==> src/rtl/inst_fetch_pkg.sv <==
// Shared types and constants for the instruction fetch stage.
package inst_fetch_pkg;

  localparam int ADDR_W = 32;
  localparam int INST_W = 32;

  // Opcodes the fetch stage decodes to pick the next PC
  localparam logic [6:0] OP_BRANCH = 7'b1100011;
  localparam logic [6:0] OP_JAL    = 7'b1101111;

  // Fetch sequencer states
  typedef enum logic [1:0] {
    FETCH    = 2'd0,
    WAIT_MEM = 2'd1,
    PRED     = 2'd2,
    OUT      = 2'd3
  } fetchState_t;

endpackage

==> src/rtl/inst_fetch_if.sv <==
// Bus bundle between the fetch stage and its neighbours: the memory
// controller, the branch predictor, decode, and the back-end redirect.
interface inst_fetch_if;
  import inst_fetch_pkg::*;

  // Memory controller
  logic              instReq;
  logic [ADDR_W-1:0] instAddr;
  logic              instValid;
  logic [INST_W-1:0] instData;

  // Branch predictor
  logic              predEn;
  logic [ADDR_W-1:0] predPC;
  logic [INST_W-1:0] predInst;
  logic              predOutEn;
  logic              pred;
  logic [ADDR_W-1:0] predAddr;

  // Decode
  logic              outValid;
  logic              outReady;
  logic [INST_W-1:0] outInst;
  logic [ADDR_W-1:0] outPC;
  logic              outPredTaken;

  // Back-end redirect
  logic              flushEn;
  logic [ADDR_W-1:0] flushAddr;

  // Fetch-stage side
  modport master (
    output instReq, instAddr, predEn, predPC, predInst,
           outValid, outInst, outPC, outPredTaken,
    input  instValid, instData, predOutEn, pred, predAddr,
           outReady, flushEn, flushAddr
  );

  // Environment side (memory, predictor, decode, back-end)
  modport slave (
    input  instReq, instAddr, predEn, predPC, predInst,
           outValid, outInst, outPC, outPredTaken,
    output instValid, instData, predOutEn, pred, predAddr,
           outReady, flushEn, flushAddr
  );

endinterface

==> src/rtl/fetch_imm_gen.sv <==
// Sign-extended immediate for control-transfer instructions: B-type
// immediate for conditional branches, J-type immediate otherwise.
module fetch_imm_gen
  import inst_fetch_pkg::*;
(
  input  logic [INST_W-1:0] inst,
  output logic [ADDR_W-1:0] imm
);

  // Pick the immediate layout from the opcode and sign-extend it
  always_comb begin
    imm = '0;
    if (inst[6:0] == OP_BRANCH) begin
      imm = {{19{inst[31]}}, inst[31], inst[7], inst[30:25], inst[11:8], 1'b0};
    end else begin
      imm = {{11{inst[31]}}, inst[31], inst[19:12], inst[20], inst[30:21], 1'b0};
    end
  end

endmodule

==> src/rtl/inst_fetch.sv <==
// Front-end fetch stage: holds the PC, fetches one instruction at a time,
// resolves JAL locally, asks the branch predictor about conditional
// branches, and hands each instruction to decode with its PC and
// predicted direction. A back-end flush redirects the PC at any time.
module inst_fetch
  import inst_fetch_pkg::*;
#(
  parameter logic [ADDR_W-1:0] RESET_PC = 32'h0
)
(
  input logic          clk,
  input logic          rst,
  input logic          rdy,
  inst_fetch_if.master bus
);

  fetchState_t       state, stateD;
  logic [ADDR_W-1:0] pc, pcD;
  logic [ADDR_W-1:0] nextPC, nextPCD;
  logic              dropNext, dropNextD;
  logic              instReq, instReqD;
  logic [ADDR_W-1:0] instAddr, instAddrD;
  logic              predEn, predEnD;
  logic [ADDR_W-1:0] predPC, predPCD;
  logic [INST_W-1:0] predInst, predInstD;
  logic              outValid, outValidD;
  logic [INST_W-1:0] outInst, outInstD;
  logic [ADDR_W-1:0] outPC, outPCD;
  logic              outPredTaken, outPredTakenD;
  logic [ADDR_W-1:0] jumpImm;

  fetch_imm_gen immGen (
    .inst (bus.instData),
    .imm  (jumpImm)
  );

  assign bus.instReq      = instReq;
  assign bus.instAddr     = instAddr;
  assign bus.predEn       = predEn;
  assign bus.predPC       = predPC;
  assign bus.predInst     = predInst;
  assign bus.outValid     = outValid;
  assign bus.outInst      = outInst;
  assign bus.outPC        = outPC;
  assign bus.outPredTaken = outPredTaken;

  // Next-state and next-output logic; everything holds while rdy is low
  always_comb begin
    stateD        = state;
    pcD           = pc;
    nextPCD       = nextPC;
    dropNextD     = dropNext;
    instReqD      = instReq;
    instAddrD     = instAddr;
    predEnD       = predEn;
    predPCD       = predPC;
    predInstD     = predInst;
    outValidD     = outValid;
    outInstD      = outInst;
    outPCD        = outPC;
    outPredTakenD = outPredTaken;

    if (rdy) begin
      predEnD = 1'b0;
      if (bus.flushEn) begin
        pcD       = bus.flushAddr;
        outValidD = 1'b0;
        instReqD  = 1'b0;
        stateD    = FETCH;
        if (state == WAIT_MEM) begin
          dropNextD = !bus.instValid;
        end
      end else begin
        unique case (state)
          FETCH: begin
            instReqD  = 1'b1;
            instAddrD = pc;
            stateD    = WAIT_MEM;
          end
          WAIT_MEM: begin
            if (bus.instValid) begin
              instReqD = 1'b0;
              if (dropNext) begin
                dropNextD = 1'b0;
                stateD    = FETCH;
              end else begin
                outInstD = bus.instData;
                outPCD   = pc;
                if (bus.instData[6:0] == OP_BRANCH) begin
                  predEnD   = 1'b1;
                  predPCD   = pc;
                  predInstD = bus.instData;
                  stateD    = PRED;
                end else if (bus.instData[6:0] == OP_JAL) begin
                  nextPCD       = pc + jumpImm;
                  outPredTakenD = 1'b1;
                  outValidD     = 1'b1;
                  stateD        = OUT;
                end else begin
                  nextPCD       = pc + 32'd4;
                  outPredTakenD = 1'b0;
                  outValidD     = 1'b1;
                  stateD        = OUT;
                end
              end
            end
          end
          PRED: begin
            if (bus.predOutEn) begin
              nextPCD       = bus.predAddr;
              outPredTakenD = bus.pred;
              outValidD     = 1'b1;
              stateD        = OUT;
            end
          end
          OUT: begin
            if (bus.outReady) begin
              outValidD = 1'b0;
              pcD       = nextPC;
              stateD    = FETCH;
            end
          end
          default: begin
            stateD = FETCH;
          end
        endcase
      end
    end
  end

  // State and output registers with asynchronous reset
  always_ff @(posedge clk or posedge rst) begin
    if (rst) begin
      state        <= FETCH;
      pc           <= RESET_PC;
      nextPC       <= '0;
      dropNext     <= 1'b0;
      instReq      <= 1'b0;
      instAddr     <= '0;
      predEn       <= 1'b0;
      predPC       <= '0;
      predInst     <= '0;
      outValid     <= 1'b0;
      outInst      <= '0;
      outPC        <= '0;
      outPredTaken <= 1'b0;
    end else begin
      state        <= stateD;
      pc           <= pcD;
      nextPC       <= nextPCD;
      dropNext     <= dropNextD;
      instReq      <= instReqD;
      instAddr     <= instAddrD;
      predEn       <= predEnD;
      predPC       <= predPCD;
      predInst     <= predInstD;
      outValid     <= outValidD;
      outInst      <= outInstD;
      outPC        <= outPCD;
      outPredTaken <= outPredTakenD;
    end
  end

endmodule

==> src/flat_wrapper.sv <==
// flat-port wrapper written by rule: the top's interface ports become plain ports
module inst_fetch_flat import inst_fetch_pkg::*;
#(
  parameter logic [ADDR_W-1:0] RESET_PC = 32'h0
)
  (clk, rst, rdy, bus_instReq, bus_instAddr, bus_predEn, bus_predPC, bus_predInst, bus_outValid, bus_outInst, bus_outPC, bus_outPredTaken, bus_instValid, bus_instData, bus_predOutEn, bus_pred, bus_predAddr, bus_outReady, bus_flushEn, bus_flushAddr);
  inst_fetch_if bus_i ();
  input logic clk;
  input logic rst;
  input logic rdy;
  output wire logic [$bits(bus_i.instReq)-1:0] bus_instReq;
  output wire logic [$bits(bus_i.instAddr)-1:0] bus_instAddr;
  output wire logic [$bits(bus_i.predEn)-1:0] bus_predEn;
  output wire logic [$bits(bus_i.predPC)-1:0] bus_predPC;
  output wire logic [$bits(bus_i.predInst)-1:0] bus_predInst;
  output wire logic [$bits(bus_i.outValid)-1:0] bus_outValid;
  output wire logic [$bits(bus_i.outInst)-1:0] bus_outInst;
  output wire logic [$bits(bus_i.outPC)-1:0] bus_outPC;
  output wire logic [$bits(bus_i.outPredTaken)-1:0] bus_outPredTaken;
  input wire logic [$bits(bus_i.instValid)-1:0] bus_instValid;
  input wire logic [$bits(bus_i.instData)-1:0] bus_instData;
  input wire logic [$bits(bus_i.predOutEn)-1:0] bus_predOutEn;
  input wire logic [$bits(bus_i.pred)-1:0] bus_pred;
  input wire logic [$bits(bus_i.predAddr)-1:0] bus_predAddr;
  input wire logic [$bits(bus_i.outReady)-1:0] bus_outReady;
  input wire logic [$bits(bus_i.flushEn)-1:0] bus_flushEn;
  input wire logic [$bits(bus_i.flushAddr)-1:0] bus_flushAddr;
  assign bus_instReq = bus_i.instReq;
  assign bus_instAddr = bus_i.instAddr;
  assign bus_predEn = bus_i.predEn;
  assign bus_predPC = bus_i.predPC;
  assign bus_predInst = bus_i.predInst;
  assign bus_outValid = bus_i.outValid;
  assign bus_outInst = bus_i.outInst;
  assign bus_outPC = bus_i.outPC;
  assign bus_outPredTaken = bus_i.outPredTaken;
  assign bus_i.instValid = bus_instValid;
  assign bus_i.instData = bus_instData;
  assign bus_i.predOutEn = bus_predOutEn;
  assign bus_i.pred = bus_pred;
  assign bus_i.predAddr = bus_predAddr;
  assign bus_i.outReady = bus_outReady;
  assign bus_i.flushEn = bus_flushEn;
  assign bus_i.flushAddr = bus_flushAddr;
  inst_fetch #(.RESET_PC(RESET_PC)) u_core (.clk(clk), .rst(rst), .rdy(rdy), .bus(bus_i));
endmodule
==> config.mk <==
export PLATFORM = sky130hd
export DESIGN_NAME = inst_fetch_flat
export DESIGN_NICKNAME = d
export VERILOG_FILES = /design/src/rtl/inst_fetch_pkg.sv /design/src/rtl/inst_fetch_if.sv /design/src/rtl/fetch_imm_gen.sv /design/src/rtl/inst_fetch.sv /design/src/flat_wrapper.sv
export SDC_FILE = /design/constraint.sdc
export NUM_CORES = 1
export LEC_CHECK = 0
export CAP_MARGIN = 40
export CORE_ASPECT_RATIO = 0.6
export CORE_MARGIN = 5
export CORE_UTILIZATION = 55
export DETAILED_ROUTE_END_ITERATION = 8
export PLACE_DENSITY = 0.86
export SETUP_SLACK_MARGIN = 0.02
export SLEW_MARGIN = 10
export SYNTH_ARGS = -nofsm -noshare
export SYNTH_HDL_FRONTEND = slang
export SYNTH_SLANG_ARGS = --single-unit
==> constraint.sdc <==
create_clock -name clk -period 20.2 [get_ports clk]
set_clock_uncertainty 0.2 [all_clocks]
set_input_delay 5.05 -clock clk [delete_from_list [all_inputs] [get_ports clk]]
set_output_delay 5.05 -clock clk [all_outputs]
set_load 0.01 [all_outputs]
Yosys cells after proc, flatten, opt, wreduce, memory -nomap -nowiden:

Cells that the tools add are included.

* latch bits: 0
* flip-flop bits (word level): 231
* input bits: 104
* ROM bits: 0
* memories kept: 0
* RAM bits: 0

* order comparisons: 0
* equality and inequality tests: 14
* bitwise logic cells: 2
* add/sub/neg operators: 2
* $mul: 0
* shifts and indexed selects: 0
* reduce and logical (&&, ||, !) cells: 17
* divide/modulo/power cells: 0
* mux-type cells: 41

Operators with widths (number)
* 2-to-1 mux 32 bit: 8
* one-hot mux 32 bit (2 select lines): 1
* adder 32 x 3 -> 32 bit, second input constant: 1
* adder 32 bit: 1
* 2-to-1 mux 1 bit: 22
* 2-to-1 mux 20 bit: 1
* != test 3 bit, second input constant: 5
* equality test 7 bit, second input constant: 2
* AND reduction 7 bit: 2
* AND reduction 3 bit: 4
* 2-to-1 mux 2 bit: 5
* != test 2 bit, second input constant: 4
* one-hot mux 2 bit (4 select lines): 1
* nonzero test 2 bit: 4
* AND reduction 6 bit: 1
* AND reduction 5 bit: 1
* equality test 2 bit, second input constant: 2
* one-hot mux 1 bit (2 select lines): 2
* AND reduction 4 bit: 1
* nonzero test 4 bit: 1
* one-hot mux 1 bit (3 select lines): 1
* nonzero test 3 bit: 1
* equality test 2 x 1 -> 1 bit, second input constant: 1
* logical NOT 2 bit: 1
* 2 further kinds: 3

Longest topological paths before layout:

Gate-level depths: netlist of the first run.

* depth in word-level cells: 8
* depth in mapped cells: 15

Hierarchy:

From an unflattened synthesis of the first run, not the netlist that was laid out.

* cell total of the unflattened synthesis: 1129
* area total of the unflattened synthesis: 12114.1 µm²

By module, submodules not included
* inst_fetch: area each 11773.8 µm², cells an instance 1090, times used 1
* fetch_imm_gen: area each 340.3 µm², cells an instance 39, times used 1

Worst setup path before layout of the first run:

OpenSTA, ideal clock, no wires.

* path type: input to register
* start: input bus_instData[4]
* end: register u_core.nextPC[31]
* slack: 11.383 ns
* path buffers: 2
* cell stages on the path: 14
* arrival: 8.552 ns
* cell sequence: nand3b_4 > or4_1 > clkbuf_1 > clkbuf_1 > mux2_2 > fa_1 > a211o_1 > a21oi_1 > o211a_1 > o221ai_2 > a221o_2 > o21a_1 > o311ai_1 > o21a_1

* longest elaborated chain between the ends: 8
* elaborated cells on any way between the ends: 11

RTL lines
* start: declaration: line flat_wrapper.sv:21 `input wire logic [$bits(bus_i.instData)-1:0] bus_instData;`
* equality test 7 bit: line fetch_imm_gen.sv:13, inst_fetch.sv:89
* 2-to-1 mux 20 bit: line fetch_imm_gen.sv:13 `if (inst[6:0] == OP_BRANCH) begin`
* adder 32 bit: line inst_fetch.sv:95 `nextPCD = pc + jumpImm;`
* 2-to-1 mux 32 bit: line inst_fetch.sv:94 `end else if (bus.instData[6:0] == OP_JAL) begin`
* 2-to-1 mux 32 bit: line inst_fetch.sv:89 `if (bus.instData[6:0] == OP_BRANCH) begin`
* 2-to-1 mux 32 bit: line inst_fetch.sv:83 `if (dropNext) begin`
* 2-to-1 mux 32 bit: line inst_fetch.sv:81 `if (bus.instValid) begin`
* one-hot mux 32 bit (2 select lines): line inst_fetch.sv:74 `unique case (state)`
* end signal: assignment: line inst_fetch.sv:150 `nextPC <= nextPCD;`
* end: declaration: line inst_fetch.sv:19 `logic [ADDR_W-1:0] nextPC, nextPCD;`

Several ways; a longest one is shown, not always the timed one. The select of a mux whose other input is x is not followed.
A chain may end at the register's enable or synchronous reset.

Final worst setup path of the first run:

* start: input bus_instData[6]
* end: register u_core.nextPC[21]

Same word-level chain as after synthesis.

==> impl_metrics.py, run 1 <==
metrics = {
    "status": {
        "outcome": "finished clean",
    },
    "clock_network": {
        "clk_latency_ns": 0.50,
        "root_buffer": "clkbuf_16",
        "clock_sinks": 231,
        "htree_levels": 1,
        "cts_tree": "yes",
        "path_clk_slew_ns": 0.06,
        "cts-hold-fix-buffers": 0,
        "clockBufferDepth": 3,
        "cts_setup_buffers": 0,
        "cts_made_buffers": 23,
        "ctsResizeCount": 0,
    },
    "floorplanning": {
        "dieHeight_um": 125,
        "rows": 41,
        "die_w_um": 201,
        "core-area_um2": 21300,
        "dieArea_um2": 25000,
        "start_util": 0.565,
        "ioPinCount": 268,
    },
    "setup_path": {
        "criticalPathCategory": "input port to flip-flop",
        "path_buf_inv": 2,
        "cp_max_fo": 18,
        "worst_path_most_repeated_cell": "o31ai_1",
        "critPathTopFamily": "compound AO/OA/AOI/OAI gates",
        "worstSetupPathDepth": 15,
        "cp-end-kind": "flip-flop",
        "start_kind": "input port",
        "reg2reg_depth": 10,
        "cp.arrival_ns": 9.34,
        "worst_path_max_delay_cell": "or4_1",
        "slowest_delay_ns": 0.50,
        "crit_chain": "clkdlybuf4s50_1 -> nand2_1 -> or4_1 -> buf_4 -> mux2_2 -> ha_1 -> fa_1 -> a211o_1 -> a21oi_1 -> o31ai_1 -> o31ai_1 -> o31ai_1 -> xor2_1 -> a222oi_1 -> o21ai_0",
        "worstPathRequired_ns": 20.35,
    },
    "drt": {
        "drt_iter0_markers": 879,
        "drc_errors": 0,
        "viasPerCell": 6.00,
        "dr_total_vias": 9800,
        "drt_pass1_iterations": 5,
        "ant_nets": 0,
        "wire_per_inst_um": 22.1,
        "drt-total-wl_um": 36100,
    },
    "global_routing": {
        "antenna_found_initial": 3,
        "globalRouteTotalUtil": 0.283,
        "grt_pass1_wl_um": 57500,
        "grt_pass1_vias": 9967,
        "grt_start_max_net_pins": 87,
        "gr-total-overflow": 0,
    },
    "power_and_ir_drop": {
        "p_leak_nw": 7.08,
        "p_int_mw": 1.27,
        "p_sw_mw": 0.731,
        "p_sw_frac": 0.366,
        "peakVddDrop_mv": 0.0803,
        "pwr-share-seq": 0.383,
        "power_density_nw_per_um2": 127,
        "p_comb_frac": 0.417,
        "clock_power_share": 0.199,
    },
    "cells_and_area": {
        "multiInputGateArea_um2": 5890,
        "final_cells": 1633,
        "fill_cells": 1482,
        "fin_nets": 1479,
        "num_antenna_cells": 0,
        "final_cell_mix": "clkdlybuf4s50_1 (266), dfrtp_1 (231), mux2_2 (160)",
        "drive_above_1_share": 0.177,
        "syn_to_final_growth_pct": 30.3,
        "layout.cells.most_common": "clkdlybuf4s50_1",
        "register_area_um2": 5780,
    },
    "placed_design": {
        "dp_cells": 1594,
        "dp_hpwl_um": 26100,
        "portBuffers": 267,
        "gp_congestion": 0.913,
    },
    "timing": {
        "worst_pin_slew_ns": 0.941,
        "fmax_mhz": 109,
        "tns_ns": 0,
        "hold_viol_final": 0,
        "final_max_slew_viol_count": 0,
        "rsz0062_at_grt": "no",
        "slew_headroom": 0.371,
        "finalSetupViolCount": 0,
        "period_share": 0.455,
        "period_minus_slack_ns": 9.19,
    },
    "job": {
        "cap_violations": 0,
    },
    "logic_synthesis": {
        "syn_area_per_cell_um2": 11.0,
        "synth_flop_cell": "dfrtp_1",
        "ys_ff_latch": 231,
        "synth_edf_count": 0,
        "netlist_area_um2": 12000,
        "ys_types": 72,
        "yosysWarningCount": 0,
        "syn_inst": 1098,
        "synth_nets": 1237,
        "async_flop_share": 1.00,
        "yosysSeqAreaShare": 0.480,
    },
    "hold_path": {
        "min_path_type": "flip-flop to flip-flop",
        "min_path_cells": 1,
    },
}
==> cell usage after synthesis, drive strengths merged, types with 2 or more instances <==
master / count / area, um2
or3: 6 / 38.8
or2: 8 / 50.1
a21o: 31 / 234
dfrtp: 231 / 5780
or4: 3 / 22.5
a31oi: 14 / 87.6
nand3b: 3 / 35.0
xor2: 15 / 131
inv: 15 / 56.3
xnor2: 29 / 254
nor4b: 4 / 35.0
nor2: 47 / 176
o21bai: 3 / 22.5
a221oi: 3 / 26.3
a211o: 3 / 26.3
nand4: 12 / 81.3
clkbuf: 44 / 195
and3: 14 / 90.1
nand2: 95 / 357
nor2b: 8 / 50.1
and4: 6 / 55.1
o31ai: 7 / 52.6
nand2b: 5 / 31.3
o22ai: 2 / 12.5
o21a: 11 / 82.6
nand3: 21 / 105
buf: 24 / 141
a21oi: 66 / 330
ha: 34 / 425
nor4: 3 / 25.0
a211oi: 10 / 75.1
o221ai: 2 / 23.8
a221o: 2 / 21.3
nor3: 16 / 85.1
mux2i: 40 / 400
o21ai: 77 / 385
o211ai: 6 / 45.0
mux2: 160 / 1800
==> worst reg2reg max path, stage by stage (launching register included) <==
cell,delay [ns]
dfrtp_1,0.48
ha_1,0.29
fa_1,0.43
a211o_1,0.33
a21oi_1,0.31
o31ai_1,0.14
o31ai_1,0.49
o31ai_1,0.18
xor2_1,0.16
a222oi_1,0.22
o21ai_0,0.12
==> cell families (layout without fill, tap and decap cells) <==
logic type / after synthesis / in the layout / synth area share
buffers and inverters: 84 / 340 / 0.0335
multiplexers: 200 / 200 / 0.183
AO/OA/AOI/OAI: 250 / 250 / 0.129
flip-flops: 231 / 231 / 0.480
AND/OR/NAND/NOR: 254 / 254 / 0.106
adder cells (fa/ha/maj): 35 / 35 / 0.0370
XOR/XNOR: 44 / 44 / 0.0320
==> metrics by stage <==
| step | setup slack, ns | util | cell area (um2) | total power [mW] | hold slack (ns) |
|---|---|---|---|---|---|
| 2_1_floorplan | 8.62 | - | 12000 | 1.23 | 0.248 |
| 3_3_place_gp | 10.63 | 0.697 | 14800 | 1.56 | 0.250 |
| 3_5_place_dp | 10.56 | 0.704 | 15000 | 1.59 | 0.258 |
| 4_1_cts | 11.07 | 0.737 | 15700 | 2.00 | 0.274 |
| 5_1_grt | 10.80 | 0.737 | 15700 | 2.12 | 0.285 |
| 6_report | 11.01 | 0.737 | 15700 | 2.00 | 0.270 |
==> registers in the layout, summed over array words and instances (netlist names), 2 cells and up <==
name / count
u_core.bus.instAddr: 32
u_core.bus.outInst: 32
u_core.bus.outPC: 32
u_core.bus.predInst: 32
u_core.bus.predPC: 32
u_core.nextPC: 32
u_core.pc: 32
u_core.state: 2
==> worst paths after layout <==
check,from,to,slack (ns)
worst max-delay path,bus_instData[6],u_core.nextPC[21],11.01
worst min-delay path,u_core.bus.predInst[0],u_core.bus.predInst[0],0.27
worst max register to register,u_core.pc[1],u_core.nextPC[21],16.70
worst min register to register,u_core.bus.predInst[0],u_core.bus.predInst[0],0.27
max in group asynchronous,rst,u_core.bus.outInst[17],13.89
min in group asynchronous,rst,u_core.bus.outInst[6],4.85
==> area by class of cell <==
class                      count  area share
timing repair buffer         286       0.186
multi-input combinational    783       0.375
clock inverter                 5     0.00239
sequential                   231       0.369
clock buffer                  34      0.0413
tap                          279      0.0223
inverter                      15     0.00407
==> power groups by stage <==
| stage | sequential (mW) | combinational, mW | clock [mW] |
|---|---|---|---|
| after floorplan | 0.750 | 0.479 | 0 |
| after global placement | 0.759 | 0.796 | 0 |
| after detailed placement | 0.768 | 0.823 | 0 |
| after CTS | 0.763 | 0.830 | 0.405 |
| after global routing | 0.787 | 0.908 | 0.425 |
| final | 0.766 | 0.834 | 0.398 |
==> layer usage <==
| metal | wire length [um] | GRT usage | vias up |
|---|---|---|---|
| met3 | 3580 | 0.0911 | 65 |
| met1 | 16500 | 0.418 | 4837 |
| met2 | 15100 | 0.412 | 436 |
| met5 | 41 | 0 | - |
| li1 | - | - | 4456 |
| met4 | 807 | 0.0570 | 6 |
Note: power is estimated with default switching activity, not from simulation.
==> inputs of run 2 (changes only) <==
--- a/config.mk
+++ b/config.mk
@@ -8,9 +8,9 @@
 export CAP_MARGIN = 40
 export CORE_ASPECT_RATIO = 0.6
 export CORE_MARGIN = 5
-export CORE_UTILIZATION = 55
+export CORE_UTILIZATION = 46
 export DETAILED_ROUTE_END_ITERATION = 8
-export PLACE_DENSITY = 0.86
+export PLACE_DENSITY = 0.77
 export SETUP_SLACK_MARGIN = 0.02
 export SLEW_MARGIN = 10
 export SYNTH_ARGS = -nofsm -noshare
==> constraint.sdc (replaced) <==
create_clock -name clk -period 8.3 [get_ports clk]
set_clock_uncertainty 0.2 [all_clocks]
set_input_delay 2.075 -clock clk [delete_from_list [all_inputs] [get_ports clk]]
set_output_delay 2.075 -clock clk [all_outputs]
set_load 0.01 [all_outputs]
==> impl_metrics.py, run 2 (synthesis gave the netlist of run 1 again) <==
metrics = {
    "setup_path": {
        "start_kind": "input port",
        "cp-end-kind": "flip-flop",
        "cp_max_fo": 18,
        "crit_chain": "clkdlybuf4s50_1 -> nand2_1 -> or4_1 -> buf_4 -> mux2_2 -> ha_1 -> fa_1 -> a211o_1 -> a21oi_1 -> o211a_1 -> o221ai_2 -> a221o_2 -> o21a_1 -> o311ai_1 -> o21a_1",
        "worst_path_max_delay_cell": "clkdlybuf4s50_1",
        "worstPathRequired_ns": 8.56,
        "path_buf_inv": 2,
        "cp.arrival_ns": 6.47,
        "critPathTopFamily": "compound AO/OA/AOI/OAI gates",
        "worst_path_most_repeated_cell": "o21a_1",
        "reg2reg_depth": 10,
        "crit_start": "bus_instData[5]",
        "reg2reg_from": "u_core.pc[1]",
        "r2r-end": "u_core.nextPC[31]",
        "slowest_delay_ns": 0.50,
        "criticalPathCategory": "input port to flip-flop",
        "regToRegSetupSlack_ns": 4.75,
    },
    "hold_path": {
        "min_path_type": "flip-flop to flip-flop",
        "hold_path.startpoint": "u_core.bus.predInst[6]",
        "min_path_cells": 1,
        "hold_end": "u_core.bus.predInst[6]",
    },
    "placed_design": {
        "dp_cells": 1668,
        "portBuffers": 267,
        "gp_congestion": 0.942,
        "place_area_um2": 15000,
        "dp_hpwl_um": 26900,
    },
    "clock_network": {
        "htree_levels": 1,
        "cts_setup_buffers": 0,
        "clockBufferDepth": 3,
        "clock_sinks": 231,
        "path_clk_slew_ns": 0.07,
        "ctsResizeCount": 0,
        "cts_made_buffers": 22,
        "clk_latency_ns": 0.51,
        "cts_tree": "yes",
        "cts-hold-fix-buffers": 0,
        "root_buffer": "clkbuf_16",
    },
    "drt": {
        "drt_iter0_markers": 722,
        "ant_nets": 0,
        "dr_total_vias": 9555,
        "wire_per_inst_um": 21.2,
        "drc_errors": 0,
        "drt-total-wl_um": 36300,
        "drt_pass1_iterations": 6,
        "viasPerCell": 5.59,
    },
    "power_and_ir_drop": {
        "p_leak_nw": 7.11,
        "power_mw": 4.93,
        "power_density_nw_per_um2": 312,
        "peakVddDrop_mv": 0.155,
    },
    "floorplanning": {
        "rows": 45,
        "core-area_um2": 25500,
        "die_w_um": 219,
        "ioPinCount": 268,
        "dieArea_um2": 29600,
        "dieHeight_um": 135,
        "start_util": 0.472,
    },
    "cells_and_area": {
        "stdcell_area_um2": 15800,
        "final_cell_mix": "clkdlybuf4s50_1 (266), dfrtp_1 (231), mux2_2 (160)",
        "num_antenna_cells": 0,
        "syn_to_final_growth_pct": 31.3,
        "drive_above_1_share": 0.182,
        "final_cells": 1708,
        "layout.cells.most_common": "clkdlybuf4s50_1",
        "fin_nets": 1479,
    },
    "global_routing": {
        "globalRouteTotalUtil": 0.243,
        "grt_pass1_wl_um": 56800,
        "antenna_found_initial": 1,
        "gr-total-overflow": 0,
        "grt_pass1_vias": 9584,
        "grt_start_max_net_pins": 110,
    },
    "timing": {
        "fmax_mhz": 161,
        "rsz0062_at_grt": "no",
        "finalSetupViolCount": 0,
        "hold_viol_final": 0,
        "period_share": 0.749,
        "worst_pin_slew_ns": 0.766,
        "final_max_slew_viol_count": 0,
        "period_minus_slack_ns": 6.21,
        "slew_headroom": 0.489,
        "whs_ns": 0.274,
        "tns_ns": 0,
    },
    "status": {
        "outcome": "finished clean",
    },
    "job": {
        "cap_violations": 0,
    },
}
-- run 2: cell count changes in the layout (fill, tap and decap cells not counted), sizes merged --
cell	previous run	this run
clkbuf	34	29
clkinv	3	6
bufinv	0	2
clkinvlp	2	4
buf	20	21
inv	15	14
-- run 2: where the power goes --
part | switching [mW] | internal [mW] | total, mW
Combinational | 0.965 | 1.05 | 2.02
Clock | 0.439 | 0.606 | 1.05
Sequential | 0.377 | 1.49 | 1.86
Total | 1.78 | 3.15 | 4.93
-- run 2: worst max path at each step --
| stage | to | slack, ns | cells past startpoint |
|---|---|---|---|
| 2_1_floorplan | u_core.nextPC[31] | 2.46 | 14 |
| 5_1_grt | u_core.nextPC[21] | 1.74 | 15 |
| 3_5_place_dp | u_core.nextPC[31] | 1.57 | 15 |
| 4_1_cts | u_core.nextPC[31] | 2.12 | 15 |
| 3_3_place_gp | u_core.nextPC[31] | 1.71 | 15 |
| 6_report | u_core.nextPC[31] | 2.09 | 15 |
-- run 2: layout make-up --
type	instances	area (um2)
inverter	15	60.1
clock inverter	11	116
fill	2110	9700
sequential	231	5780
clock buffer	29	638
timing repair buffer	287	2880
multi-input combinational	783	5890
tap	352	440
-- run 2: worst register-to-register path, stage by stage (launching register included) --
cell and delay, ns:
dfrtp_1 0.49, ha_1 0.30, fa_1 0.43, a211o_1 0.33, a21oi_1 0.32, o211a_1 0.26
o221ai_2 0.17, a221o_2 0.42, o21a_1 0.18, o311ai_1 0.23, o21a_1 0.16
-- run 2: metrics by stage --
step	setup slack, ns	utilization
floorplan	2.46	-
global placement	1.71	0.587
detailed placement	1.57	0.590
CTS	2.12	0.620
global route	1.74	0.620
finish	2.09	0.620
-- run 2: metal layers --
metal | track usage | part of all wire | routed length (um)
met5 | 0 | 0.00019 | 7
met4 | 0.0352 | 0.011 | 417
met3 | 0.0634 | 0.082 | 2980
met2 | 0.353 | 0.42 | 15100
met1 | 0.372 | 0.49 | 17700
==> inputs of run 3 (changes only) <==
--- a/config.mk
+++ b/config.mk
@@ -8,9 +8,9 @@
 export CAP_MARGIN = 40
 export CORE_ASPECT_RATIO = 0.6
 export CORE_MARGIN = 5
-export CORE_UTILIZATION = 46
+export CORE_UTILIZATION = 51
 export DETAILED_ROUTE_END_ITERATION = 8
-export PLACE_DENSITY = 0.77
+export PLACE_DENSITY = 0.81
 export SETUP_SLACK_MARGIN = 0.02
 export SLEW_MARGIN = 10
 export SYNTH_ARGS = -nofsm -noshare
==> constraint.sdc (replaced) <==
create_clock -name clk -period 6 [get_ports clk]
set_clock_uncertainty 0.2 [all_clocks]
set_input_delay 1.5 -clock clk [delete_from_list [all_inputs] [get_ports clk]]
set_output_delay 1.5 -clock clk [all_outputs]
set_load 0.01 [all_outputs]
==> impl_metrics.py, run 3 (synthesis gave the netlist of run 1 again) <==
metrics = {
    "floorplanning": {
        "dieHeight_um": 129,
        "start_util": 0.520,
        "dieArea_um2": 26900,
        "core-area_um2": 23100,
        "rows": 43,
        "ioPinCount": 268,
        "die_w_um": 208,
    },
    "drt": {
        "drt-total-wl_um": 36900,
        "wire_per_inst_um": 22.0,
        "drt_pass1_iterations": 5,
        "drc_errors": 0,
        "drt_iter0_markers": 792,
        "dr_total_vias": 9877,
        "viasPerCell": 5.89,
        "ant_nets": 0,
    },
    "setup_path": {
        "reg2reg_from": "u_core.pc[1]",
        "worst_path_max_delay_cell": "clkdlybuf4s50_1",
        "cp.arrival_ns": 5.76,
        "cp-end-kind": "flip-flop",
        "crit_start": "bus_instData[1]",
        "start_kind": "input port",
        "regToRegSetupSlack_ns": 2.40,
        "worst_path_most_repeated_cell": "o21a_1",
        "cp_max_fo": 17,
        "worstPathRequired_ns": 6.26,
        "crit_chain": "clkdlybuf4s50_1 -> nand3b_4 -> or4_1 -> buf_4 -> mux2_2 -> fa_1 -> a211o_1 -> a21oi_1 -> o211a_1 -> o221ai_2 -> a221o_2 -> o21a_1 -> o311ai_1 -> o21a_1",
        "slowest_delay_ns": 0.53,
        "path_buf_inv": 2,
        "critPathTopFamily": "compound AO/OA/AOI/OAI gates",
        "criticalPathCategory": "input port to flip-flop",
    },
    "power_and_ir_drop": {
        "peakVddDrop_mv": 0.258,
        "power_density_nw_per_um2": 439,
        "p_leak_nw": 7.16,
        "power_mw": 6.96,
    },
    "timing": {
        "worst_pin_slew_ns": 0.842,
        "final_max_slew_viol_count": 0,
        "rsz0062_at_grt": "no",
        "period_minus_slack_ns": 5.51,
        "tns_ns": 0,
        "hold_viol_final": 0,
        "finalSetupViolCount": 0,
        "period_share": 0.918,
        "fmax_mhz": 182,
        "slew_headroom": 0.439,
    },
    "clock_network": {
        "clk_latency_ns": 0.52,
        "cts-hold-fix-buffers": 0,
        "cts_setup_buffers": 0,
        "path_clk_slew_ns": 0.07,
        "clockBufferDepth": 3,
        "htree_levels": 1,
        "cts_tree": "yes",
        "ctsResizeCount": 0,
        "cts_made_buffers": 22,
        "clock_sinks": 231,
        "root_buffer": "clkbuf_16",
    },
    "cells_and_area": {
        "drive_above_1_share": 0.185,
        "layout.cells.most_common": "clkdlybuf4s50_1",
        "stdcell_area_um2": 15800,
        "fin_nets": 1484,
        "syn_to_final_growth_pct": 31.7,
        "num_antenna_cells": 0,
        "final_cell_mix": "clkdlybuf4s50_1 (266), dfrtp_1 (231), mux2_2 (160)",
        "fill_cells": 1736,
        "final_cells": 1676,
    },
    "global_routing": {
        "grt_start_max_net_pins": 118,
        "gr-total-overflow": 0,
        "grt_pass1_wl_um": 57900,
        "grt_pass1_vias": 9900,
        "antenna_found_initial": 2,
        "globalRouteTotalUtil": 0.270,
    },
    "hold_path": {
        "min_path_type": "flip-flop to flip-flop",
        "hold_path.startpoint": "u_core.bus.predInst[5]",
    },
    "placed_design": {
        "dp_cells": 1636,
        "dp_hpwl_um": 26900,
        "portBuffers": 267,
        "place_area_um2": 15000,
        "gp_congestion": 0.962,
    },
    "status": {
        "outcome": "finished clean",
    },
    "job": {
        "cap_violations": 0,
    },
}
## run 3: power by group
part | total (mW) | internal, mW | leakage (nW) | switching, mW
logic | 2.83 | 1.47 | 3.75 | 1.36
clock network | 1.54 | 0.925 | 0.399 | 0.618
registers | 2.59 | 2.06 | 3.02 | 0.531
total | 6.96 | 4.45 | 7.16 | 2.51
## run 3: through the flow
step	utilization	setup WS (ns)	hold WS, ns
6_report	0.685	0.493	0.266
3_5_place_dp	0.650	-0.0251	0.255
4_1_cts	0.685	0.523	0.271
3_3_place_gp	0.648	0.0479	0.252
2_1_floorplan	-	0.733	0.248
5_1_grt	0.685	0.271	0.283
## run 3: final cells by class
type,instances,area [um2],share of cell area
Timing Repair Buffer,292,2920,0.184
Tap cell,315,394,0.0249
Multi-Input combinational cell,783,5890,0.372
Clock buffer,29,638,0.0403
Clock inverter,11,163,0.0103
Inverter,15,60.1,0.00379
Sequential cell,231,5780,0.365
## run 3: path summary, 6_finish.rpt
check                           cells after the start                       to
worst min register to register                      1   u_core.bus.predInst[5]
worst min-delay path                                1   u_core.bus.predInst[5]
min in group asynchronous                           2  u_core.bus.instAddr[12]
worst max register to register                     10        u_core.nextPC[31]
worst max-delay path                               14        u_core.nextPC[31]
max in group asynchronous                           3     u_core.bus.predPC[3]
## run 3: layer usage
layer	up-vias	GRT usage	share of wire
li1	4464	-	-
met2	439	0.397	0.42
met3	49	0.0694	0.088
met4	2	0.0536	0.018
met5	-	0	0.00038
met1	4923	0.409	0.47
